`src/rtl/fpu_result_pack_stage.sv`:
```
// fpu_result_pack_stage
//   Registered output stage of the FP32 add/sub datapath. It resolves the final
//   IEEE-754 word from the normal-path result and the special-case selector code,
//   tags it with exception flags and buffers it in a 2-entry FIFO behind a
//   valid/ready handshake.
//
//   Optional feature macro: FPU_EXC_CNT_EN builds the saturating NaN/overflow
//   pop counters. When it is undefined the count outputs are tied to 0 and
//   i_cnt_clr is ignored.
//
// Ports
//   i_clk, i_rst                 clock (rising edge), asynchronous active-high reset
//   i_valid / o_ready            input handshake
//   i_add_sub                    0 = add, 1 = subtract
//   i_sign_*/i_exp_*/i_man_*     operand fields (mantissa hidden bit at [23])
//   i_sel_man                    0x normal, 10 infinity, 11 NaN
//   i_norm_sign/exp/man          normal-path result
//   o_valid / i_ready            output handshake
//   o_result, o_flag_*           head FIFO entry
//   i_cnt_clr, o_cnt_nan/ovf     saturating exception counters
module fpu_result_pack_stage #(
  parameter int CNT_W = 16
) (
  input  logic             i_clk,
  input  logic             i_rst,
  input  logic             i_valid,
  output logic             o_ready,
  input  logic             i_add_sub,
  input  logic             i_sign_a,
  input  logic             i_sign_b,
  input  logic [7:0]       i_exp_a,
  input  logic [7:0]       i_exp_b,
  input  logic [23:0]      i_man_a,
  input  logic [23:0]      i_man_b,
  input  logic [1:0]       i_sel_man,
  input  logic             i_norm_sign,
  input  logic [7:0]       i_norm_exp,
  input  logic [22:0]      i_norm_man,
  output logic             o_valid,
  input  logic             i_ready,
  output logic [31:0]      o_result,
  output logic             o_flag_nan,
  output logic             o_flag_inf,
  output logic             o_flag_ovf,
  output logic             o_flag_inv,
  input  logic             i_cnt_clr,
  output logic [CNT_W-1:0] o_cnt_nan,
  output logic [CNT_W-1:0] o_cnt_ovf
);

  // ---------------------------------------------------------------- resolve
  logic        a_is_nan;
  logic        b_is_nan;
  logic [31:0] res_word;
  logic        res_nan;
  logic        res_inf;
  logic        res_ovf;
  logic        res_inv;

  assign a_is_nan = (i_exp_a == 8'hFF) && (i_man_a[22:0] != 23'd0);
  assign b_is_nan = (i_exp_b == 8'hFF) && (i_man_b[22:0] != 23'd0);

  always_comb begin
    res_word = {i_norm_sign, i_norm_exp, i_norm_man};
    res_nan  = 1'b0;
    res_inf  = 1'b0;
    res_ovf  = 1'b0;
    res_inv  = 1'b0;
    if (i_sel_man == 2'b11) begin
      res_word = 32'h7FC0_0000;
      res_nan  = 1'b1;
      // No NaN operand means the NaN was generated here (Inf - Inf).
      res_inv  = !(a_is_nan || b_is_nan);
    end else if (i_sel_man == 2'b10) begin
      // The infinite operand decides the sign; b's sign is flipped by subtract.
      res_word = {(i_exp_a == 8'hFF) ? i_sign_a : (i_sign_b ^ i_add_sub), 8'hFF, 23'd0};
      res_inf  = 1'b1;
    end else if (i_norm_exp == 8'hFF) begin
      // Normal path rounded up into the all-ones exponent: overflow to infinity.
      res_word = {i_norm_sign, 8'hFF, 23'd0};
      res_ovf  = 1'b1;
      res_inf  = 1'b1;
    end
  end

  // ---------------------------------------------------------------- 2-entry FIFO
  // Entry layout: {result[31:0], nan, inf, ovf, inv}
  logic [35:0] mem_reg [2];
  logic        wr_ptr_reg;
  logic        rd_ptr_reg;
  logic [1:0]  count_reg;
  logic [1:0]  count_next;
  logic        ready_reg;
  logic        push;
  logic        pop;
  logic [35:0] head;

  assign o_valid = (count_reg != 2'd0);
  assign o_ready = ready_reg;
  assign push    = i_valid && ready_reg;
  assign pop     = o_valid && i_ready;
  assign head    = mem_reg[rd_ptr_reg];

  always_comb begin
    count_next = count_reg;
    if (push && !pop)
      count_next = count_reg + 2'd1;
    else if (pop && !push)
      count_next = count_reg - 2'd1;
  end

  always_ff @(posedge i_clk or posedge i_rst) begin
    if (i_rst) begin
      for (int i = 0; i < 2; i++)
        mem_reg[i] <= 36'd0;
      wr_ptr_reg <= 1'b0;
      rd_ptr_reg <= 1'b0;
      count_reg  <= 2'd0;
      ready_reg  <= 1'b1;
    end else begin
      if (push) begin
        mem_reg[wr_ptr_reg] <= {res_word, res_nan, res_inf, res_ovf, res_inv};
        wr_ptr_reg          <= ~wr_ptr_reg;
      end
      if (pop)
        rd_ptr_reg <= ~rd_ptr_reg;
      count_reg <= count_next;
      // Registered full flag, kept in lock-step with the next count.
      ready_reg <= (count_next != 2'd2);
    end
  end

  assign o_result   = head[35:4];
  assign o_flag_nan = head[3];
  assign o_flag_inf = head[2];
  assign o_flag_ovf = head[1];
  assign o_flag_inv = head[0];

  // ---------------------------------------------------------------- counters
`ifdef FPU_EXC_CNT_EN
  logic [CNT_W-1:0] cnt_nan_reg;
  logic [CNT_W-1:0] cnt_ovf_reg;

  always_ff @(posedge i_clk or posedge i_rst) begin
    if (i_rst) begin
      cnt_nan_reg <= '0;
      cnt_ovf_reg <= '0;
    end else if (i_cnt_clr) begin
      cnt_nan_reg <= '0;
      cnt_ovf_reg <= '0;
    end else if (pop) begin
      if (head[3] && (cnt_nan_reg != {CNT_W{1'b1}}))
        cnt_nan_reg <= cnt_nan_reg + CNT_W'(1);
      if (head[1] && (cnt_ovf_reg != {CNT_W{1'b1}}))
        cnt_ovf_reg <= cnt_ovf_reg + CNT_W'(1);
    end
  end

  assign o_cnt_nan = cnt_nan_reg;
  assign o_cnt_ovf = cnt_ovf_reg;

  logic unused_inputs;
  assign unused_inputs = ^{i_man_a[23], i_man_b[23]};
`else
  assign o_cnt_nan = '0;
  assign o_cnt_ovf = '0;

  logic unused_inputs;
  assign unused_inputs = ^{i_man_a[23], i_man_b[23], i_cnt_clr};
`endif

endmodule
```
`config.mk`:
```
export PLATFORM = sky130hd
export DESIGN_NAME = fpu_result_pack_stage
export DESIGN_NICKNAME = d
export VERILOG_FILES = /design/src/rtl/fpu_result_pack_stage.sv
export SDC_FILE = /design/constraint.sdc
export NUM_CORES = 1
export LEC_CHECK = 0
export BUFFER_PORTS_ARGS = -buffer_cell sky130_fd_sc_hd__buf_4
export CORE_AREA = 3 3 118 120
export CTS_CLUSTER_SIZE = 30
export DETAILED_ROUTE_END_ITERATION = 8
export DIE_AREA = 0 0 121 123
export GPL_TIMING_DRIVEN = 0
export PLACE_DENSITY_LB_ADDON = 0.3
export REMOVE_ABC_BUFFERS = 1
export SKIP_CTS_REPAIR_TIMING = 1
export SYNTH_ARGS = -nofsm -noshare
export SYNTH_HDL_FRONTEND = slang
export SYNTH_SLANG_ARGS = --single-unit
```
`constraint.sdc`:
```
create_clock -name i_clk -period 2.79 [get_ports i_clk]
set_clock_uncertainty 0.1 [all_clocks]
set_input_delay 0.1395 -clock i_clk [delete_from_list [all_inputs] [get_ports i_clk]]
set_output_delay 0.1395 -clock i_clk [all_outputs]
set_load 0.05 [all_outputs]
```
# After elaboration in Yosys (flattened, before gate mapping)
# Index checks and enable logic that the tools add are counted.
totals:
  ff_bits: 77
  elab_cells: 55
  inputBits: 106
  out_inout_bits: 70
classes:
  n_lt_le_gt_ge: 3
  bitwise: 5
  add_sub_neg: 2
  eq_ne: 6
  muxes: 19
  n_reduce_logical: 14
op_table:
  columns: ["cell", "count"]
  rows:
  - ["36-bit 2-to-1 mux", 4]
  - ["72-bit bitwise mux", 1]
  - ["32-bit 2-to-1 mux", 2]
  - ["23-bit nonzero test", 2]
  - ["36-bit demux with 1-bit select", 1]
  - ["31-bit 2-to-1 mux", 1]
  - ["8-bit == test (second input constant)", 3]
  - ["1-bit 2-to-1 mux", 8]
  - ["1-bit logical AND", 7]
  - ["2-bit == test (second input constant)", 2]
  - ["2-bit greater-or-equal comparator (second input constant)", 2]
  - ["2-bit 2-to-1 mux", 2]
  - ["1-bit inverter with 2-bit output", 2]
  - ["1-bit logical NOT", 3]
  - ["2-bit by 1-bit adder with 2-bit output (second input constant)", 1]
  - ["2-bit by 1-bit less-than comparator with 1-bit output (second input constant)", 1]
  - ["2-bit inequality test (second input constant)", 1]
  - ["1-bit inverter", 2]
  - ["2-bit nonzero test", 1]
  - ["2-bit by 1-bit subtractor with 2-bit output (second input constant)", 1]
  - ["1-bit logical OR", 1]
  - ["1-bit bitwise XOR", 1]

# Logic depth before layout (Yosys ltp)
# Gate-level depths: netlist of the first run.
depth:
  ltp_word: 6
  depth_mapped: 6

# Worst setup path before layout of the first run
# OpenSTA, ideal clock, no wires.
synth_path:
  path_type: "register -> output"
  from: "register rd_ptr_reg"
  to: "output port o_flag_inv"
  path_slack_ns: 0.656
  arrival_time_ns: 1.895
  required_ns: 2.551
  stages_incl_launch_ff: 4
  path_cell_list: "dfrtp_1 > clkbuf_1 > buf_2 > o21ai_0"
synth_between:
  elab_chain_cells: 4
synth_rtl:
  columns: ["item", "line", "rtl"]
  rows:
  - ["start: declaration", "90", "logic rd_ptr_reg;"]
  - ["start signal: assignment", "126", "rd_ptr_reg <= ~rd_ptr_reg;"]
  - ["1-bit inverter with 2-bit output (not written as such)", "102", "assign head = mem_reg[rd_ptr_reg];"]
  - ["36-bit 2-to-1 mux (not written as such) (3 in a row)", "102", null]
  - ["end: declaration", "45", "output logic o_flag_inv,"]
# No other way between the ends. The select of a mux whose other input is x is not followed.

# Final worst setup path of the first run
layout_path:
  from: "register ready_reg, in the netlist o_ready"
  to: "register mem_reg[0] in the netlist's numbering"
layout_between:
  elab_chain_cells: 1
layout_rtl:
  columns: ["item", "line", "rtl"]
  rows:
  - ["start: declaration", "93", "logic ready_reg;"]
  - ["start signal: assignment", "129", "ready_reg <= (count_next != 2'd2);"]
  - ["1-bit logical AND", "100", "assign push = i_valid && ready_reg;"]
  - ["end signal: indexed assignment", "122", "mem_reg[wr_ptr_reg] <= {res_word, res_nan, res_inf, res_ovf, res_inv};"]
  - ["end: declaration", "88", "logic [35:0] mem_reg [2];"]
# No other way between the ends.
# A chain may end at the register's enable or synchronous reset.

==> results by group, run 1 <==
Pwr
  • Seq pwr share: 28.1%
  • Clk network pwr share: 19.4%
  • Total power: 0.00681 W
  • Int Pwr: 0.00381 W
  • Static Leak: 2.72 nW
  • Power density cells: 1230 nW/um2
  • Combinational power share: a little over half
  • Switching pwr: 0.00300 W
  • Switching Fraction: 44.1%
  • VDD IR max: 0.439 mV

Floorplan
  • IO Pins: 176
  • Die ar.: about 15000 um2
  • Die X: 121 um
  • Initial Utilization: 29.4%
  • Site Rows: 42
  • Die H: 123 um
  • Core box area: 13100 um2

Synthesis
  • Asr flop ratio synth: 100%
  • Top-count cell post-synth: nand2_1
  • Sequential area share after synthesis: 50.1%
  • Seq cells post-synth: 77
  • Avg Inst Size Synth: between 9 and 10 um2
  • Ys flop type: dfrtp_1
  • Synth warn: 0
  • Post-synth top cells: nand2_1 (98), dfrtp_1 (76), o21ai_1 (57)
  • Synth cell types: 40
  • Largest area contributor in the netlist: dfrtp_1
  • Top cell type's share of synthesized area: 49.5%
  • Mapped Cells: 402
  • Number of synthesized flops with an enable pin: 0
  • Synth area leaders: dfrtp_1 (49%), mux2_2 (10%), nand2_1 (9.6%)
  • Syn Std Cell Area: 3840 um2

Critical path
  • WS Path Type: register to register
  • CP delay by family, top: simple AND/OR/NAND/NOR gates
  • Slowest CP cell: nand3_2
  • CP max stage delay: 560 ps
  • Required @ worst endpoint: 2880 ps
  • Worst reg2reg path depth: 4
  • CP max FO: 39
  • Worst-path cell chain: nand3_2, buf_12, a211oi_1, a221oi_2
  • FF-to-FF End: mem_reg[0]
  • Crit. End Element: register
  • CP arrival: 2200 ps
  • Flop-to-flop setup slack: 680 ps
  • Critical path launch point type: register
  • R2r startpoint: o_ready
  • Buf+Inv Stages, Crit Path: 1

Clock network
  • Reg clk slew, reported paths: roughly 60 ps
  • Root Buffer: clkbuf_16
  • Worst skew pair latency: approximately 320 ps
  • Clock tree from TritonCTS: yes
  • CTS Buf Count: 9
  • H-tree level count: 3
  • CTS sink cnt: slightly below 80
  • CTS Buffer Depth: 2

Routing
  • Via count: between 3000 and 4000
  • ANT nets after route: 0
  • DRT Wirelength: 9.30 mm
  • First DRT Iteration DRCs: 146
  • Remaining DRCs: 0
  • Pre-antenna DRT Iters: 4
  • DR vias/cell: approximately 4.4
  • Routed len/inst: 12.7 um

GRT
  • First-pass GRT wire length: ~15 mm
  • Largest net degree at the start of global routing: 42
  • Number of global-route vias before repair: between 3000 and 4000
  • Gr ovfl total: 0
  • Global Route Usage Sum: between 10% and 20%
  • Initial antenna violation count: 0

STA
  • Period utilisation layout: 75.5%
  • Max-slew violation count: 0
  • RSZ-0062 raised after global routing: no
  • Setup WS post-layout: 682 ps
  • Final hold violations: 14
  • Hold Slack: -22.0 ps
  • Final setup vio count: 0
  • Period minus WS final: 2110 ps
  • Max_slew headroom: 50.6%
  • Highest clock rate: 474 MHz
  • Final setup TNS: 0 ps
  • Slew @ Worst Pin: between 700 and 800 ps

Hold path
  • Worst Hold Launch: i_norm_man[16]
  • Hold depth: 3
  • Hold crit path type: primary input to register
  • Hold Path Sink: mem_reg[56]

Layout
  • Layout cells sized above 1: 36.9%
  • NumNets Final: between 600 and 700
  • Number of flip-flops in the largest register: 72
  • Area growth syn-to-layout: 44.0%
  • Final core utilization: a little over two fifths
  • Antenna diodes: 0
  • Design Area, Final: 5540 um2

Outcome
  • Failing checks: negative hold slack
  • Outcome: finished with violations

Place
  • Port Buffers: 140
  • Routability Congestion: 0.753
  • Setup slack after placement: 656 ps
  • Cell Area, Placed: 5000 um2
  • Post-DP HPWL: 6.95 mm

Run
  • Max Cap Viol: 0
metal layers:
metal | track usage (%) | part of all wire [%] | vias to the layer above
li1 | - | - | 1613
met1 | 14.8 | 41 | 1478
met2 | 21.7 | 51 | 115
met3 | 3.71 | 7.1 | 7
met4 | 3.82 | 0.88 | 0
met5 | 0 | 0 | -
worst register-to-register path: cells and delay by family, from the launching register on:
family | cells | cell delay, ps
buffers and inverters | 1 | 430
AOI/OAI and AO/OA | 2 | 340
and+or+nand+nor | 1 | 560
DFF | 1 | 550
layout by cell type, fill, tap and decap left out, types with 9 or more instances in the layout:
master / n
buf_4: 140
nand2_1: 98
dfrtp_1: 75
o21ai_1: 57
mux2_2: 35
conb_1: 32
dlygate4sd3_1: 19
nor2_1: 12
o21ai_0: 12
clkbuf_16: 9
cells by family (layout without fill, tap and decap cells):
| family | Yosys count | count (layout) | synth area share (%) |
|---|---|---|---|
| AO/OA/AOI/OAI | 82 | 82 | 11.8 |
| buffers and inverters | 61 | 187 | 9.27 |
| AND/OR/NAND/NOR | 140 | 140 | 16.9 |
| other | 1 | 32 | 0.0975 |
| flip-flops | 77 | 77 | 50.1 |
| XOR/XNOR | 4 | 4 | 0.911 |
| adder cells (fa/ha/maj) | 1 | 1 | 0.325 |
| multiplexers | 36 | 36 | 10.5 |
how the worst max path moves through the flow:
stage | end | startpoint | slack, ps | cells after the start
floorplan | mem_reg[36] | o_ready | 320 | 4
CTS | mem_reg[0] | o_ready | 640 | 4
finish | mem_reg[0] | o_ready | 680 | 4
detailed placement | mem_reg[0] | o_ready | 660 | 4
global route | mem_reg[0] | o_ready | 540 | 4
global placement | mem_reg[40] | i_rst | -280 | 2
final cells by class:
cell class	instances	area (um2)
Clock inverter	4	95.1
Tap cell	176	220
Timing Repair Buffer	164	1340
Clock buffer	12	246
Inverter	7	28.8
Sequential cell	77	1930
Fill cell	1272	7550
Multi-Input combinational cell	295	1680
power groups by stage:
| stage | registers [W] | logic [W] | clock network, W |
|---|---|---|---|
| 5_1_grt | 0.00200 | 0.00382 | 0.00142 |
| 2_1_floorplan | 0.00194 | 0.00251 | 0 |
| 3_3_place_gp | 0.00201 | 0.00338 | 0 |
| 4_1_cts | 0.00192 | 0.00361 | 0.00136 |
| 6_report | 0.00191 | 0.00357 | 0.00132 |
| 3_5_place_dp | 0.00194 | 0.00360 | 0 |
metrics by stage:
step                hold WS [ps]  cells
global route               -1.27    735
CTS                         -249    716
detailed placement           105    700
global placement             307    695
finish                     -22.0    735
floorplan                    139    379
Power figures use the tool's default switching activity.
==> run 2, diff against run 1 <==
ABC_AREA = 1   (was unset)
CORE_AREA = 3 3 123 125   (was 3 3 118 120)
DIE_AREA = 0 0 126 128   (was 0 0 121 123)
clock period = 1.7 ns   (was 2.79 ns; I/O delays follow)
==> results by group, run 2 <==
Outcome
  • Outcome: finished with violations
  • Failing checks: negative hold slack

Place
  • Post-DP HPWL: 7.48 mm (+7.6%)
  • Port Buffers: 140 (unchanged)
  • Cell Area, Placed: 5220 um2 (+4.2%)
  • Placed Instances: 860 (+23%)
  • Routability Congestion: 0.681 (-9.5%)

STA
  • Highest clock rate: 594 MHz
  • Final setup vio count: 0 (unchanged)
  • Max_slew headroom: 34.7% (-16 points)
  • Hold Slack: -42.8 ps (-20.8 ps)
  • Slew @ Worst Pin: 978 ps (+237 ps)
  • RSZ-0062 raised after global routing: yes
  • Period minus WS final: 1680 ps
  • Final hold violations: 7 (-7)
  • Period utilisation layout: 99.1%
  • Max-slew violation count: 0 (unchanged)

GRT
  • Gr ovfl total: 0 (unchanged)
  • Global Route Usage Sum: 13.8% (+1.4 points)
  • Number of global-route vias before repair: 3773 (+20%)
  • First-pass GRT wire length: 18.0 mm (+22%)
  • Initial antenna violation count: 0 (unchanged)
  • Largest net degree at the start of global routing: 57 (+36%)

Synthesis
  • Syn Std Cell Area: 4180 um2 (+8.8%)
  • Asr flop ratio synth: 100% (unchanged)
  • Multiplexer share of the synthesized area: 0% (-11 points)
  • Largest area contributor in the netlist: dfrtp_1
  • Compound-Gate Fraction of Synth Area: 3.53% (-8.3 points)
  • Synth warn: 0 (unchanged)
  • Sequential area share after synthesis: 46.1% (-4.1 points)
  • Avg Inst Size Synth: 7.33 um2 (-23%)
  • Mapped Cells: 571 (+42%)
  • Seq cells post-synth: 77 (unchanged)
  • Top cell type's share of synthesized area: 45.5% (-4.0 points)
  • Top-count cell post-synth: nand2_1
  • Post-synth top cells: nand2_1 (264), dfrtp_1 (76), nand4_1 (48)
  • Post-synthesis adder-cell area fraction: 0.299% (-0.026 points)
  • Simple-gate share of the synthesized area: 36.0% (+19 points)
  • Synth area leaders: dfrtp_1 (45%), nand2_1 (24%), nand4_1 (7.2%)
  • Ys flop type: dfrtp_1
  • XOR/XNOR share of the synthesized area: 0.628% (-0.28 points)
  • Number of synthesized flops with an enable pin: 0 (unchanged)
  • Largest family of logic cells by synthesized area: simple AND/OR/NAND/NOR gates
  • Synth cell types: 25 (-38%)

Critical path
  • CP delay by family, top: flip-flops
  • Critical path launch point type: register
  • Buf+Inv Stages, Crit Path: 4 (+3)
  • WS Path Type: register to output pin
  • CP arrival: 1500 ps (-700 ps)
  • CP max stage delay: 530 ps (-30 ps)
  • Crit. End Element: output pin
  • Worst-path cell chain: buf_6, clkinvlp_4, buf_6, nand2_1, nand2_1, buf_6
  • Most common cell on crit path: buf_6
  • CP max FO: 8 (-79%)
  • Required @ worst endpoint: 1510 ps (-1370 ps)
  • Slowest CP cell: dfrtp_4

Clock network
  • CTS Buffer Depth: 2 (unchanged)
  • CTS Buf Count: 9 (unchanged)
  • Root Buffer: clkbuf_16
  • Clock tree from TritonCTS: yes
  • Worst skew pair latency: 330 ps (about the same)
  • H-tree level count: 3 (unchanged)
  • CTS sink cnt: 77 (unchanged)
  • Reg clk slew, reported paths: 60 ps (about the same)

Routing
  • Pre-antenna DRT Iters: 4 (unchanged)
  • Routed len/inst: 14.4 um (+14%)
  • DR vias/cell: 4.46 (+2.1%)
  • DRT Wirelength: 13.4 mm (+44%)
  • First DRT Iteration DRCs: 161 (+10%)
  • ANT nets after route: 0 (unchanged)
  • Via count: 4156 (+29%)
  • Remaining DRCs: 0 (unchanged)

Layout
  • Antenna diodes: 0 (unchanged)
  • Area growth syn-to-layout: 50.3%
  • FF/Latch Area: 1930 um2 (+0.19%)
  • Multi-input gate area: 1930 um2 (+15%)
  • Layout cells sized above 1: 27.7% (-9.2 points)
  • Final Non-Filler Cells: 931 (+27%)
  • Number of flip-flops in the largest register: 72 (unchanged)
  • Fillers: 1435 (+13%)
  • Most frequent cells in the layout: nand2_1 (251), buf_4 (123), dfrtp_1 (74)
  • Design Area, Final: 6280 um2 (+14%)
  • Commonest non-fill, non-tap cell in the layout: nand2_1
  • NumNets Final: 853 (+29%)

Hold path
  • Hold crit path type: primary input to register

Floorplan
  • Die X: 126 um (+4.1%)
  • Die H: 128 um (+4.1%)
  • Site Rows: 43 (+2.4%)
  • IO Pins: 176 (unchanged)
  • Core box area: 14000 um2 (+6.9%)
  • Die ar.: 16100 um2 (+8.4%)
  • Initial Utilization: 29.9% (+0.52 points)

Pwr
  • VDD IR max: 1.10 mV (+150%)
  • Total power: 0.0121 W (+78%)
  • Power density cells: 1920 nW/um2 (+57%)
  • Static Leak: 3.37 nW (+24%)

Run
  • Max Cap Viol: 0 (unchanged)
==> run 2: per-layer routing <==
metal  part of all wire, %  wire length [um]  track usage (%)
met2                    50              6760             24.1
met3                   5.9               791             3.96
met4                   1.9               257             4.04
met1                    42              5620             16.6
met5                     0                 0                0
==> run 2: stage by stage <==
| stage | TNS, ps | utilization, % | setup slack, ps |
|---|---|---|---|
| 6_report | 0 | 44.9 | 15.8 |
| 5_1_grt | -514 | 44.9 | -34.0 |
| 4_1_cts | -87770 | 39.2 | -1270 |
| 3_5_place_dp | -74870 | 37.3 | -1250 |
| 3_3_place_gp | -242470 | 36.9 | -1640 |
| 2_1_floorplan | -86980 | - | -1180 |
==> run 2: report_power, final <==
part	internal (W)	switching, W
Combinational	0.00249	0.00457
Clock	0.00107	0.000716
Sequential	0.00273	0.000526
Total	0.00629	0.00581
==> run 2: cells by family after synthesis <==
group,after synthesis
adder cells (fa/ha/maj),1
AO/OA/AOI/OAI,28
other,1
AND/OR/NAND/NOR,360
buffers and inverters,101
flip-flops,77
XOR/XNOR,3
==> run 2: layout make-up <==
class / count / area share [%]
Timing Repair Buffer: 192 / 27.8
Tap cell: 180 / 3.58
Clock buffer: 14 / 4.20
Inverter: 37 / 2.53
Timing Repair inverter: 2 / 0.239
Clock inverter: 2 / 0.159
Sequential cell: 77 / 30.8
Multi-Input combinational cell: 427 / 30.7
==> run 2: tightest hold or removal path: cells and delay by family <==
kind	cells	cell delay, ps
and+or+nand+nor	3	160
buffers and inverters	2	110
==> run 2: final timing paths <==
| check | startpoint | end | slack (ps) | depth (start not counted) |
|---|---|---|---|---|
| worst min register to register | mem_reg[42] | mem_reg[42] | 380 | 2 |
| worst max-delay path | rd_ptr_reg | o_result[6] | 20 | 6 |
| worst min-delay path | i_norm_exp[1] | mem_reg[28] | -40 | 5 |
| max in group asynchronous | i_rst | mem_reg[45] | 660 | 4 |
| min in group asynchronous | i_rst | mem_reg[70] | 260 | 3 |
| worst max register to register | o_ready | mem_reg[71] | 80 | 4 |
